## src/rtl/seq_mac_driver.sv

```systemverilog
// Job sequencer for the bit-serial K-wide MAC: pulls operand beats, chains each result back as C.
// Optional SEQ_MAC_DRIVER_PERF_EN adds perf_cycles_o / perf_stall_o job counters.
module seq_mac_driver #(
   parameter int K         = 2,
   parameter int MAX_WIDTH = 16,
   parameter int P         = 2,
   parameter int LEN_W     = 8,
   localparam int BS_W     = $clog2(MAX_WIDTH / P) + 2
) (
   input  logic                              clk_i,
   input  logic                              rst_i,
   input  logic                              job_valid_i,
   output logic                              job_ready_o,
   input  logic [LEN_W-1:0]                  job_len_i,
   input  logic [31:0]                       job_bias_i,
   input  logic [BS_W-1:0]                   job_bs_a_i,
   input  logic [BS_W-1:0]                   job_bs_b_i,
   input  logic                              op_valid_i,
   output logic                              op_ready_o,
   input  logic signed [K-1:0][MAX_WIDTH-1:0] op_row_i,
   input  logic signed [K-1:0][MAX_WIDTH-1:0] op_col_i,
   output logic                              mac_valid_o,
   input  logic                              mac_ready_i,
   output logic [K-1:0][MAX_WIDTH-1:0]       mac_row_o,
   output logic [K-1:0][MAX_WIDTH-1:0]       mac_col_o,
   output logic [31:0]                       mac_c_o,
   output logic [BS_W-1:0]                   mac_bs_a_o,
   output logic [BS_W-1:0]                   mac_bs_b_o,
   input  logic                              mac_valid_i,
   output logic                              mac_ready_o,
   input  logic [31:0]                       mac_d_i,
   output logic                              res_valid_o,
   input  logic                              res_ready_i,
   output logic [31:0]                       res_data_o,
`ifdef SEQ_MAC_DRIVER_PERF_EN
   output logic                              res_err_o,
   output logic [31:0]                       perf_cycles_o,
   output logic [31:0]                       perf_stall_o
`else
   output logic                              res_err_o
`endif
);

   typedef enum logic [2:0] {
      S_IDLE, S_FETCH, S_ISSUE, S_WAIT, S_DRAIN, S_DONE
   } state_t;

   localparam logic [BS_W-1:0] BS_MAX = BS_W'(MAX_WIDTH / P);

   function automatic logic bs_legal(input logic [BS_W-1:0] bs);
      return (bs != {BS_W{1'b0}}) && (bs <= BS_MAX);
   endfunction

   state_t                       state_q, state_d;
   logic [31:0]                  acc_q, acc_d;
   logic [LEN_W-1:0]             rem_q, rem_d;
   logic [BS_W-1:0]              bs_a_q, bs_a_d, bs_b_q, bs_b_d;
   logic [K-1:0][MAX_WIDTH-1:0]  row_q, row_d, col_q, col_d;
   logic                         err_q, err_d;
   logic                         job_ready_q, op_ready_q, mac_valid_q, mac_ready_q, res_valid_q;
   logic                         job_legal_s;

   assign job_legal_s = bs_legal(job_bs_a_i) && bs_legal(job_bs_b_i);

   // Next-state and datapath updates; illegal jobs still drain their beats to keep the stream aligned
   always_comb begin
      state_d = state_q;
      acc_d   = acc_q;
      rem_d   = rem_q;
      bs_a_d  = bs_a_q;
      bs_b_d  = bs_b_q;
      row_d   = row_q;
      col_d   = col_q;
      err_d   = err_q;
      case (state_q)
         S_IDLE: begin
            if (job_valid_i) begin
               acc_d  = job_bias_i;
               rem_d  = job_len_i;
               bs_a_d = job_bs_a_i;
               bs_b_d = job_bs_b_i;
               err_d  = !job_legal_s;
               if (job_len_i == {LEN_W{1'b0}}) begin
                  state_d = S_DONE;
               end else if (!job_legal_s) begin
                  state_d = S_DRAIN;
               end else begin
                  state_d = S_FETCH;
               end
            end else begin
               state_d = S_IDLE;
            end
         end
         S_FETCH: begin
            if (op_valid_i) begin
               row_d   = op_row_i;
               col_d   = op_col_i;
               state_d = S_ISSUE;
            end else begin
               state_d = S_FETCH;
            end
         end
         S_ISSUE: begin
            if (mac_ready_i) begin
               state_d = S_WAIT;
            end else begin
               state_d = S_ISSUE;
            end
         end
         S_WAIT: begin
            if (mac_valid_i) begin
               acc_d   = mac_d_i;
               rem_d   = rem_q - LEN_W'(1);
               state_d = (rem_q == LEN_W'(1)) ? S_DONE : S_FETCH;
            end else begin
               state_d = S_WAIT;
            end
         end
         S_DRAIN: begin
            if (op_valid_i) begin
               rem_d   = rem_q - LEN_W'(1);
               state_d = (rem_q == LEN_W'(1)) ? S_DONE : S_DRAIN;
            end else begin
               state_d = S_DRAIN;
            end
         end
         S_DONE: begin
            if (res_ready_i) begin
               state_d = S_IDLE;
            end else begin
               state_d = S_DONE;
            end
         end
         default: state_d = S_IDLE;
      endcase
   end

   // State, datapath and handshake outputs, all registered from the next state
   always_ff @(posedge clk_i) begin
      if (rst_i) begin
         state_q     <= S_IDLE;
         acc_q       <= 32'd0;
         rem_q       <= {LEN_W{1'b0}};
         bs_a_q      <= {BS_W{1'b0}};
         bs_b_q      <= {BS_W{1'b0}};
         row_q       <= '0;
         col_q       <= '0;
         err_q       <= 1'b0;
         job_ready_q <= 1'b1;
         op_ready_q  <= 1'b0;
         mac_valid_q <= 1'b0;
         mac_ready_q <= 1'b0;
         res_valid_q <= 1'b0;
      end else begin
         state_q     <= state_d;
         acc_q       <= acc_d;
         rem_q       <= rem_d;
         bs_a_q      <= bs_a_d;
         bs_b_q      <= bs_b_d;
         row_q       <= row_d;
         col_q       <= col_d;
         err_q       <= err_d;
         job_ready_q <= (state_d == S_IDLE);
         op_ready_q  <= (state_d == S_FETCH) || (state_d == S_DRAIN);
         mac_valid_q <= (state_d == S_ISSUE);
         mac_ready_q <= (state_d == S_WAIT);
         res_valid_q <= (state_d == S_DONE);
      end
   end

   assign job_ready_o = job_ready_q;
   assign op_ready_o  = op_ready_q;
   assign mac_valid_o = mac_valid_q;
   assign mac_ready_o = mac_ready_q;
   assign res_valid_o = res_valid_q;
   assign mac_row_o   = row_q;
   assign mac_col_o   = col_q;
   assign mac_c_o     = acc_q;
   assign mac_bs_a_o  = bs_a_q;
   assign mac_bs_b_o  = bs_b_q;
   assign res_data_o  = acc_q;
   assign res_err_o   = err_q;

`ifdef SEQ_MAC_DRIVER_PERF_EN
   logic [31:0] perf_cycles_q, perf_stall_q;

   // Job counters: restart on accept, run while a job is in flight, hold once back in IDLE
   always_ff @(posedge clk_i) begin
      if (rst_i) begin
         perf_cycles_q <= 32'd0;
         perf_stall_q  <= 32'd0;
      end else if (state_q == S_IDLE) begin
         if (job_valid_i) begin
            perf_cycles_q <= 32'd1;
            perf_stall_q  <= 32'd0;
         end else begin
            perf_cycles_q <= perf_cycles_q;
            perf_stall_q  <= perf_stall_q;
         end
      end else begin
         perf_cycles_q <= perf_cycles_q + 32'd1;
         if ((state_q == S_ISSUE) && !mac_ready_i) begin
            perf_stall_q <= perf_stall_q + 32'd1;
         end else begin
            perf_stall_q <= perf_stall_q;
         end
      end
   end

   assign perf_cycles_o = perf_cycles_q;
   assign perf_stall_o  = perf_stall_q;
`endif

endmodule

```

## config.mk

```make
export PLATFORM = sky130hd
export DESIGN_NAME = seq_mac_driver
export DESIGN_NICKNAME = d
export VERILOG_FILES = /design/src/rtl/seq_mac_driver.sv
export SDC_FILE = /design/constraint.sdc
export NUM_CORES = 1
export LEC_CHECK = 0
export BUFFER_PORTS_ARGS = -buffer_cell sky130_fd_sc_hd__buf_2
export CAP_MARGIN = 5
export CORE_MARGIN = 5
export CORE_UTILIZATION = 41
export CTS_BUF_LIST = sky130_fd_sc_hd__clkbuf_2 sky130_fd_sc_hd__clkbuf_4 sky130_fd_sc_hd__clkbuf_8
export DETAILED_ROUTE_END_ITERATION = 8
export GPL_TIMING_DRIVEN = 0
export PLACE_DENSITY = 0.9
export SLEW_MARGIN = 20
export SYNTH_ARGS = -nofsm -noshare
export SYNTH_HDL_FRONTEND = slang
export SYNTH_SLANG_ARGS = --single-unit
```

## constraint.sdc

```tcl
create_clock -name clk_i -period 1.56 [get_ports clk_i]
set_input_delay 0 -clock clk_i [delete_from_list [all_inputs] [get_ports clk_i]]
set_output_delay 0 -clock clk_i [all_outputs]
set_load 0.02 [all_outputs]
```

[Word-level counts from Yosys, hierarchy flattened]
Cells that the tools add are included.
Operators by class
  $add $sub $neg: 1
  order comparisons: 2
  equal/unequal tests: 14
  muxes and demuxes: 18
  reductions and logical operators: 16
Operators by type and width (count)
  $mux W32: 2
  $pmux W32 S2: 1
  $mux W8: 3
  $pmux W8 S3: 1
  $mux W3: 6
  $pmux W3 S6: 1
  $eq A3 B2 Y1 const B: 4
  $eq A3 B3 Y1 const B: 4
  $le A5 B4 Y1 const B: 2
  $reduce_bool A5 Y1: 2
  $eq A8 B1 Y1 const B: 1
  $logic_not A8 Y1: 1
  $sub A8 B1 Y8 const B: 1
  $eq A3 B1 Y1 const B: 2
  $logic_not A3 Y1: 2
  $ne A2 B2 Y1 const B: 3
  $reduce_and A2 Y1: 2
  $reduce_and A4 Y1: 1
  $logic_and A1 B1 Y1: 3
  $mux W1: 3
  $reduce_and A3 Y1: 1
  $reduce_bool A3 Y1: 1
  $mux W2: 1
  $reduce_bool A2 Y1: 1
  other kinds (2): 2
Storage, ports and cells
  bits in registers: 123
  output and inout bits: 144

[Logic depth before layout (Yosys ltp)]
Gate-level depths: netlist of the first run.
  depth after elaboration: 9
  depth in mapped cells: 8
  depth with buffers taken out: 7

[Worst setup path after synthesis of the first run]
OpenSTA, ideal clock, no wires.
  path kind: register to register
  start point: register state_q[0]
  end point: register op_ready_q, in the netlist op_ready_o
  setup time: 70 ps
  data arrival time: 1501 ps
  required time: 1490 ps
  path slack: -11 ps
  stages on the path, launching flop included: 7
  buffers on the path: 1
  path through: dfxtp_1 -> buf_6 -> nor4b_4 -> nand3_2 -> and3_1 -> a211o_1 -> a21oi_1
On the way
  cells in the longest elaborated chain, start to end: 4
  elaborated cells between the ends (all ways): 10
RTL lines
  from (decl): line 54  | state_t state_q, state_d;
  from (signal assigned): line 155  | state_q <= state_d;
  $eq A3 B3 Y1 (tied with other cells): line 75  | case (state_q)
  $pmux W3 S6 (*): line 75
  $eq A3 B1 Y1 or $eq A3 B3 Y1 (tied branches): line 164  | op_ready_q <= (state_d == S_FETCH) || (state_d == S_DRAIN);
  $logic_or A1 B1 Y1 (*): line 164
  to (signal assigned): line 164
  to (decl): line 60  | logic job_ready_q, op_ready_q, mac_valid_q, mac_ready_q, res_valid_q;
Every way passes the cells marked *; elsewhere a longest branch is shown, timed or not.
A chain may end at the register's enable or synchronous reset.

[Worst setup path after layout of the first run]
  start point: register state_q[0]
  end point: register rem_q[5]
On the way
  cells in the longest elaborated chain, start to end: 3
  elaborated cells between the ends (all ways): 9
RTL lines
  $eq A3 B3 Y1 (tied with other cells): line 75
  $ne A2 B2 Y1 (no line) or $reduce_bool A3 Y1 (tied branches)
  $reduce_and A4 Y1 (no line)
  to (signal assigned): line 143  | rem_q <= {LEN_W{1'b0}};
  to (signal assigned): line 157  | rem_q <= rem_d;
  to (decl): line 56  | logic [LEN_W-1:0] rem_q, rem_d;
Parallel ways exist; a longest one is shown, timed or not.

==> results.md, run 1 <==
- Iteration count of the initial detailed-routing pass: 5
- R2r worst-path depth: 6
- Synth cell types: 47
- Clock sinks: 123
- Row cnt: 41
- P per Cell Area: 864.0 mW/mm^2
- Die height: 122.6 um
- Post-route ant nets: 0
- CP top delay family: compound AO/OA/AOI/OAI gates
- Worst Tran Pin Value: 709.7 ps
- Synthesis-to-finish area growth: 83.65%
- DRC: 0
- Final Hold Vio Count: 0
- CP Class: reg2reg
- Core footprint: 0.01252 sq mm
- Starting Density: 41.51%
- Largest cells by area after synthesis: dfxtp_1 (47%), nand2_1 (11%), a21oi_1 (7.7%)
- Die width: 122.6 um
- Average wire per cell in the routed design: 19.32 um
- Crit. Startpoint: state_q[0]
- CP bufs+invs: 3
- Cells after synthesis: 624
- Final period util: 106.3%
- WHS Path Cells: 5
- Max incr delay on CP: 420 ps
- Post-synth EDFFs: 0
- Reg2Reg Capture Point: rem_q[5]
- R2R Setup Slk: -100 ps
- Setup Skew: 12.12 ps
- # H-tree levels: 4
- Power, Total: 8.245 mW
- Post-synth ARST share: 0%
- Setup ws final: -98.03 ps
- CTS max path bufs: 2
- Status: finished with violations
- Syn Nets: 779
- Vias per inst: 5.298
- RSZ-0062 raised after global routing: yes
- Top-area cell type share of the netlist area: 47.39%
- Failing checks: negative setup slack
- Initial antenna violation count: 3
- Final net count: 1266
- Via count: 6903
- HP Class: in2reg
- Crit start category: register
- Post-Syn Area: 0.005196 sq mm
- Worst vdd ir: 0.0006330 V
- Final WL: 25.18 mm
- Vias in the first global route: 6927
- Tmin final: 1658 ps
- Clock Tree Root: clkbuf_8
- Commonest non-fill, non-tap cell in the layout: buf_2
- TritonCTS clock tree: yes
- Rel. slew slack: 52.69%
- CTS clk-pin slew, worst paths: 70 ps
- GRT Total Usage: 30.10%
- CP Data Required Time: 1900 ps
- Nature of the critical path endpoint: register
- Port Buffers: 295
- HPWL Detailed: 13.53 mm
- Critical path peak fanout: 8
- Starting DRT DRC Count: 510
- GPL Wtd Cong: 0.9483
- Cell count along the critical path: 6
- Most frequent cells in the layout: buf_2 (297), nand2_1 (154), dlygate4sd3_1 (147)
- Layout cells sized above 1: 43.58%
- CTS Buf Count: 17
- Worst r2r src: state_q[0]
- First-pass GRT wire length: 35.03 mm
- Maxcap violations: 0
- Clock Latency Late Sink: 440 ps
- Total grt overflow: 0
- Die area: 0.01502 sq mm
- Largest net degree at the start of global routing: 17
- Slowest CP cell: o31ai_4
- Cell type with the highest aggregate area in the netlist: dfxtp_1
- Io pins: 297
- Worst setup path endpoint: rem_q[5]
- Setup violators final: 24
- Leak Pwr: 4.556 nW
- Fmax: 603.1 MHz
- Setup TNS: -940.9 ps
- CP Cell Sequence: buf_8 -> buf_4 -> o31ai_4 -> buf_6 -> a21oi_1 -> a211oi_1
- Synthesis-stage register bit count: 123
- Arrival time at the worst endpoint: 2000 ps
- Sequential-to-total area share from yosys stat: 47.39%
- YS warnings: 0
- Syn Area/Cell: 8.327 sq um
- Main synth FF type: dfxtp_1
- Max-slew violations: 0
registers in the layout (all words and copies together), names as in the netlist:
| signal | cells |
|---|---|
| res_err_o | 1 |
| state_q | 3 |
| rem_q | 8 |
| op_ready_o | 1 |
| mac_bs_a_o | 5 |
| mac_row_o | 32 |
| job_ready_o | 1 |
| mac_c_o | 32 |
| res_valid_o | 1 |
| mac_bs_b_o | 5 |
| mac_col_o | 32 |
| mac_ready_o | 1 |
| mac_valid_o | 1 |
cell usage after synthesis (all sizes together) (2+ instances only):
cell type / count
nand2b: 5
nor3: 8
nor2b: 3
dfxtp: 123
a22oi: 3
o21ai: 9
and3: 3
a211oi: 36
a21oi: 80
nor2: 43
ha: 2
mux2: 2
buf: 59
mux2i: 33
clkbuf: 19
nand4: 3
nor4: 7
o211ai: 2
inv: 3
nand4b: 2
nand2: 156
nand3: 5
stage by stage:
stage               hold WS [ps]  util [%]  std cells  area [sq um]  worst slack (ps)
floorplan                  136.0         -        624          5204             2.378
global placement           241.1     55.09       1091          6895            -294.8
detailed placement         245.4     55.09       1091          6895            -349.8
CTS                        110.0     71.53       1276          8954            -67.47
global route               163.2     76.12       1297          9528            -172.6
finish                     167.6     76.24       1303          9543            -98.03
worst reg2reg max path: stages (launching register included):
cell and delay (ps):
dfxtp_4 360, buf_8 140, buf_4 150, o31ai_4 420, buf_6 180, a21oi_1 60
a211oi_1 260
cell type report:
class	instances	area, sq um
timing repair buffer	468	3216
fill	807	2974
multi-input combinational	421	2649
sequential	123	2477
buffer	77	609.3
clock buffer	21	264.0
tap	172	215.2
clock inverter	9	76.32
antenna	9	22.52
inverter	3	13.76
kinds of logic (layout without fill, tap and decap cells):
group / after synthesis / in the layout / share of synthesized area [%]
and+or+nand+nor: 243 / 244 / 20.25
AOI/OAI and AO/OA: 139 / 139 / 16.08
muxes: 35 / 35 / 6.790
DFF: 123 / 123 / 47.39
adders and majority gates: 2 / 2 / 0.4815
buffers and inverters: 81 / 578 / 8.837
xor gates and xnor gates: 1 / 1 / 0.1686
other: 0 / 9 / 0
worst min-delay path by stage:
stage,end,slack [ps],from
after global placement,mac_col_o[1],240,op_col_i[1]
after floorplan,mac_col_o[10],140,op_col_i[10]
after global routing,res_err_o,160,job_valid_i
after CTS,state_q[1],110,mac_valid_i
final,res_err_o,170,job_valid_i
after detailed placement,mac_col_o[6],250,op_col_i[6]
layer usage:
layer | share of wire (%) | up-vias | GRT usage [%]
li1 | - | 3079 | -
met1 | 34 | 3217 | 31.11
met2 | 50 | 441 | 51.36
met3 | 8.4 | 166 | 8.618
met4 | 7.4 | 0 | 23.02
met5 | 0 | - | 0
power breakdown:
group / total [mW] / switching (mW) / internal [mW]
Sequential: 3.47 / 0.174 / 3.30
Combinational: 2.22 / 1.12 / 1.10
Clock: 2.55 / 1.26 / 1.29
Total: 8.25 / 2.55 / 5.69
what timing repair did:
| action | CTS | global route |
|---|---|---|
| cloned | 0 | 5 |
| hold buffers | 147 | 0 |
| setup buffers | 9 | 13 |
| setup endpoints to repair | 115 | 118 |
| resized for setup | 61 | 110 |
| hold endpoints to repair | 115 | 0 |
| pin swaps | 13 | 38 |
No activity file was read; power rests on OpenSTA's default activity.
==> inputs of run 2 (changes only) <==
--- a/config.mk
+++ b/config.mk
@@ -5,14 +5,15 @@
 export SDC_FILE = /design/constraint.sdc
 export NUM_CORES = 1
 export LEC_CHECK = 0
+export ABC_AREA = 1
 export BUFFER_PORTS_ARGS = -buffer_cell sky130_fd_sc_hd__buf_2
 export CAP_MARGIN = 5
 export CORE_MARGIN = 5
-export CORE_UTILIZATION = 41
+export CORE_UTILIZATION = 40
 export CTS_BUF_LIST = sky130_fd_sc_hd__clkbuf_2 sky130_fd_sc_hd__clkbuf_4 sky130_fd_sc_hd__clkbuf_8
 export DETAILED_ROUTE_END_ITERATION = 8
 export GPL_TIMING_DRIVEN = 0
-export PLACE_DENSITY = 0.9
+export PLACE_DENSITY = 0.89
 export SLEW_MARGIN = 20
 export SYNTH_ARGS = -nofsm -noshare
 export SYNTH_HDL_FRONTEND = slang
==> run 2 against run 1 <==
  * The run still ends with negative setup slack left
  * Non-clock buffer count fell by 17
  * Synthesized area up 0.24%
  * Synthesized cell count increased by 14%
  * Via count rose by 6.6%
  * Maximum frequency grew 0.97%
  * Final area decreased by 3.4%
  * Largest cell class unchanged
==> results.md, run 2 <==
- Status: finished with violations
- Failing checks: negative setup slack
- Synthesis-to-finish area growth: 77.06%
- Layout cells sized above 1: 37.90%
- Top-area cell type share of the netlist area: 47.27%
- RSZ-0062 raised after global routing: yes
- Syn Area/Cell: 7.347 sq um
- Total grt overflow: 0
- # H-tree levels: 4
- Fmax: 609.0 MHz
- Iteration count of the initial detailed-routing pass: 7
- Storage cell area: 0.002467 sq mm
- Initial antenna violation count: 2
- Cells after synthesis: 709
- Sequential-to-total area share from yosys stat: 47.27%
- CP top delay family: simple AND/OR/NAND/NOR gates
- Commonest non-fill, non-tap cell in the layout: buf_2
- Largest cells by area after synthesis: dfxtp_1 (47%), nor2_1 (13%), o21ai_0 (8.6%)
- Final Hold Vio Count: 0
- First-pass GRT wire length: 35.44 mm
- Die area: 0.01540 sq mm
- Post-synth ARST share: 0%
- CTS max path bufs: 2
- Post-route ant nets: 0
- CP Data Required Time: 1910 ps
- Die height: 124.1 um
- Vias in the first global route: 7069
- Leak Pwr: 4.766 nW
- Average wire per cell in the routed design: 18.69 um
- Clock sinks: 123
- Max incr delay on CP: 370 ps
- TritonCTS clock tree: yes
- Row cnt: 41
- CP Cell Sequence: nor2_4 -> nand2_2 -> nor2_4 -> clkinv_4 -> nand2_8 -> clkbuf_16 -> o21ai_1 -> a31oi_1
- Core footprint: 0.01267 sq mm
- GPL Wtd Cong: 0.9271
- Setup ws final: -82.07 ps
- Setup violators final: 10
- Synth cell types: 29
- Worst Tran Pin Value: 758.7 ps
- Die width: 124.1 um
- Rel. slew slack: 49.42%
- Cell type with the highest aggregate area in the netlist: dfxtp_1
- Area of the multi-input gates: 0.002350 sq mm
- Post-Syn Area: 0.005209 sq mm
- Synthesis-stage register bit count: 123
- CP bufs+invs: 2
- Largest net degree at the start of global routing: 17
- Clock Tree Root: clkbuf_8
- YS warnings: 0
- Nature of the critical path endpoint: register
- Most frequent cells in the layout: buf_2 (304), nor2_1 (172), dlygate4sd3_1 (147)
- Commonest cells in the netlist: nor2_1 (179), dfxtp_1 (123), nand2_1 (113), o21ai_0 (89), buf_4 (33)
- HPWL Detailed: 14.01 mm
- Max-slew violations: 0
- Crit start category: register
- Starting Density: 41.11%
- Arrival time at the worst endpoint: 2000 ps
- Maxcap violations: 0
- Io pins: 297
- CP Class: reg2reg
- Post-synth EDFFs: 0
- Clock Latency Late Sink: 450 ps
- Syn Nets: 864
- Critical path peak fanout: 8
- Main synth FF type: dfxtp_1
- Worst vdd ir: 0.0006705 V
- Pre-CTS setup slack: -31.05 ps
- GRT Total Usage: 29.73%
- Final period util: 105.3%
- Final net count: 1340
- Port Buffers: 295
- CP most frequent cell: nor2_4
- Slowest CP cell: dfxtp_4
- DRC: 0
- CTS Buf Count: 17
- Vias per inst: 5.344
- Count leader, synth: nor2_1
- Starting DRT DRC Count: 867
- Fin util: 72.79%
- Fillers: 813
- Tmin final: 1642 ps
- CTS clk-pin slew, worst paths: 80 ps
- Setup Skew: 10.64 ps
- HP Class: in2reg
- P per Cell Area: 962.7 mW/mm^2
- Final WL: 25.74 mm
- Via count: 7359
==> run 2: worst min-delay path: stages <==
cell and delay [ps]:
buf_2 130, nand2_1 90, nor2_2 60, nor2_4 140
a21oi_2 70
==> run 2: report_power, final <==
part,internal [mW],switching (mW),total (mW)
registers,3.34,0.161,3.50
logic,1.02,1.21,2.23
clock network,1.72,1.43,3.15
==> run 2: what timing repair did <==
item | CTS | global route
resized for setup | 5 | 90
pin swaps | 0 | 9
setup endpoints to repair | 58 | 98
endpoints found under the hold margin | 120 | 0
cloned | 0 | 5
hold buffers | 147 | 0
buffers inserted | 0 | 10
==> run 2: final cells by class <==
type	count	share of cell area (%)
Timing Repair Buffer	456	33.92
Tap cell	172	2.333
Buffer	72	5.413
Inverter	27	1.180
Clock inverter	12	1.750
Clock buffer	20	2.985
Antenna cell	7	0.1899
Sequential cell	123	26.75
Multi-Input combinational cell	488	25.48
==> run 2: through the flow <==
step	power (mW)	hold WS, ps	instances	setup TNS [ps]	area (sq um)
floorplan	4.536	134.9	709	0	5209
global placement	5.133	220.2	1176	-16.74	6900
detailed placement	5.167	225.9	1176	-259.9	6900
CTS	8.521	66.92	1355	0	8825
global route	9.173	116.9	1371	-1538	9208
finish	8.878	98.73	1377	-271.6	9223
==> run 2: worst paths after layout <==
check	from	cells after the start	slack (ps)	end
max	state_q[1]	8	-80	mac_c_o[9]
min	op_valid_i	5	100	state_q[0]
max reg2reg	state_q[1]	8	-80	mac_c_o[9]
min reg2reg	res_err_o	2	480	res_err_o
==> run 2: kinds of logic (layout without fill, tap and decap cells) <==
family                     count (synthesis)  in the layout  synth area share (%)
and+or+nand+nor                          316            317                 24.53
DFF                                      123            123                 47.27
xor gates and xnor gates                   1              1                0.1682
adders and majority gates                  2              2                0.4803
buffers and inverters                     99            587                 10.33
other                                      0              7                     0
AOI/OAI and AO/OA                        168            168                 17.22
==> run 2: per-layer routing <==
layer | vias up | routed length (um) | global-route usage [%]
met2 | 621 | 12410 | 51.39
met1 | 3338 | 8494 | 30.50
met3 | 158 | 3147 | 9.946
li1 | 3240 | - | -
met5 | - | 12 | 0
met4 | 2 | 1673 | 19.71
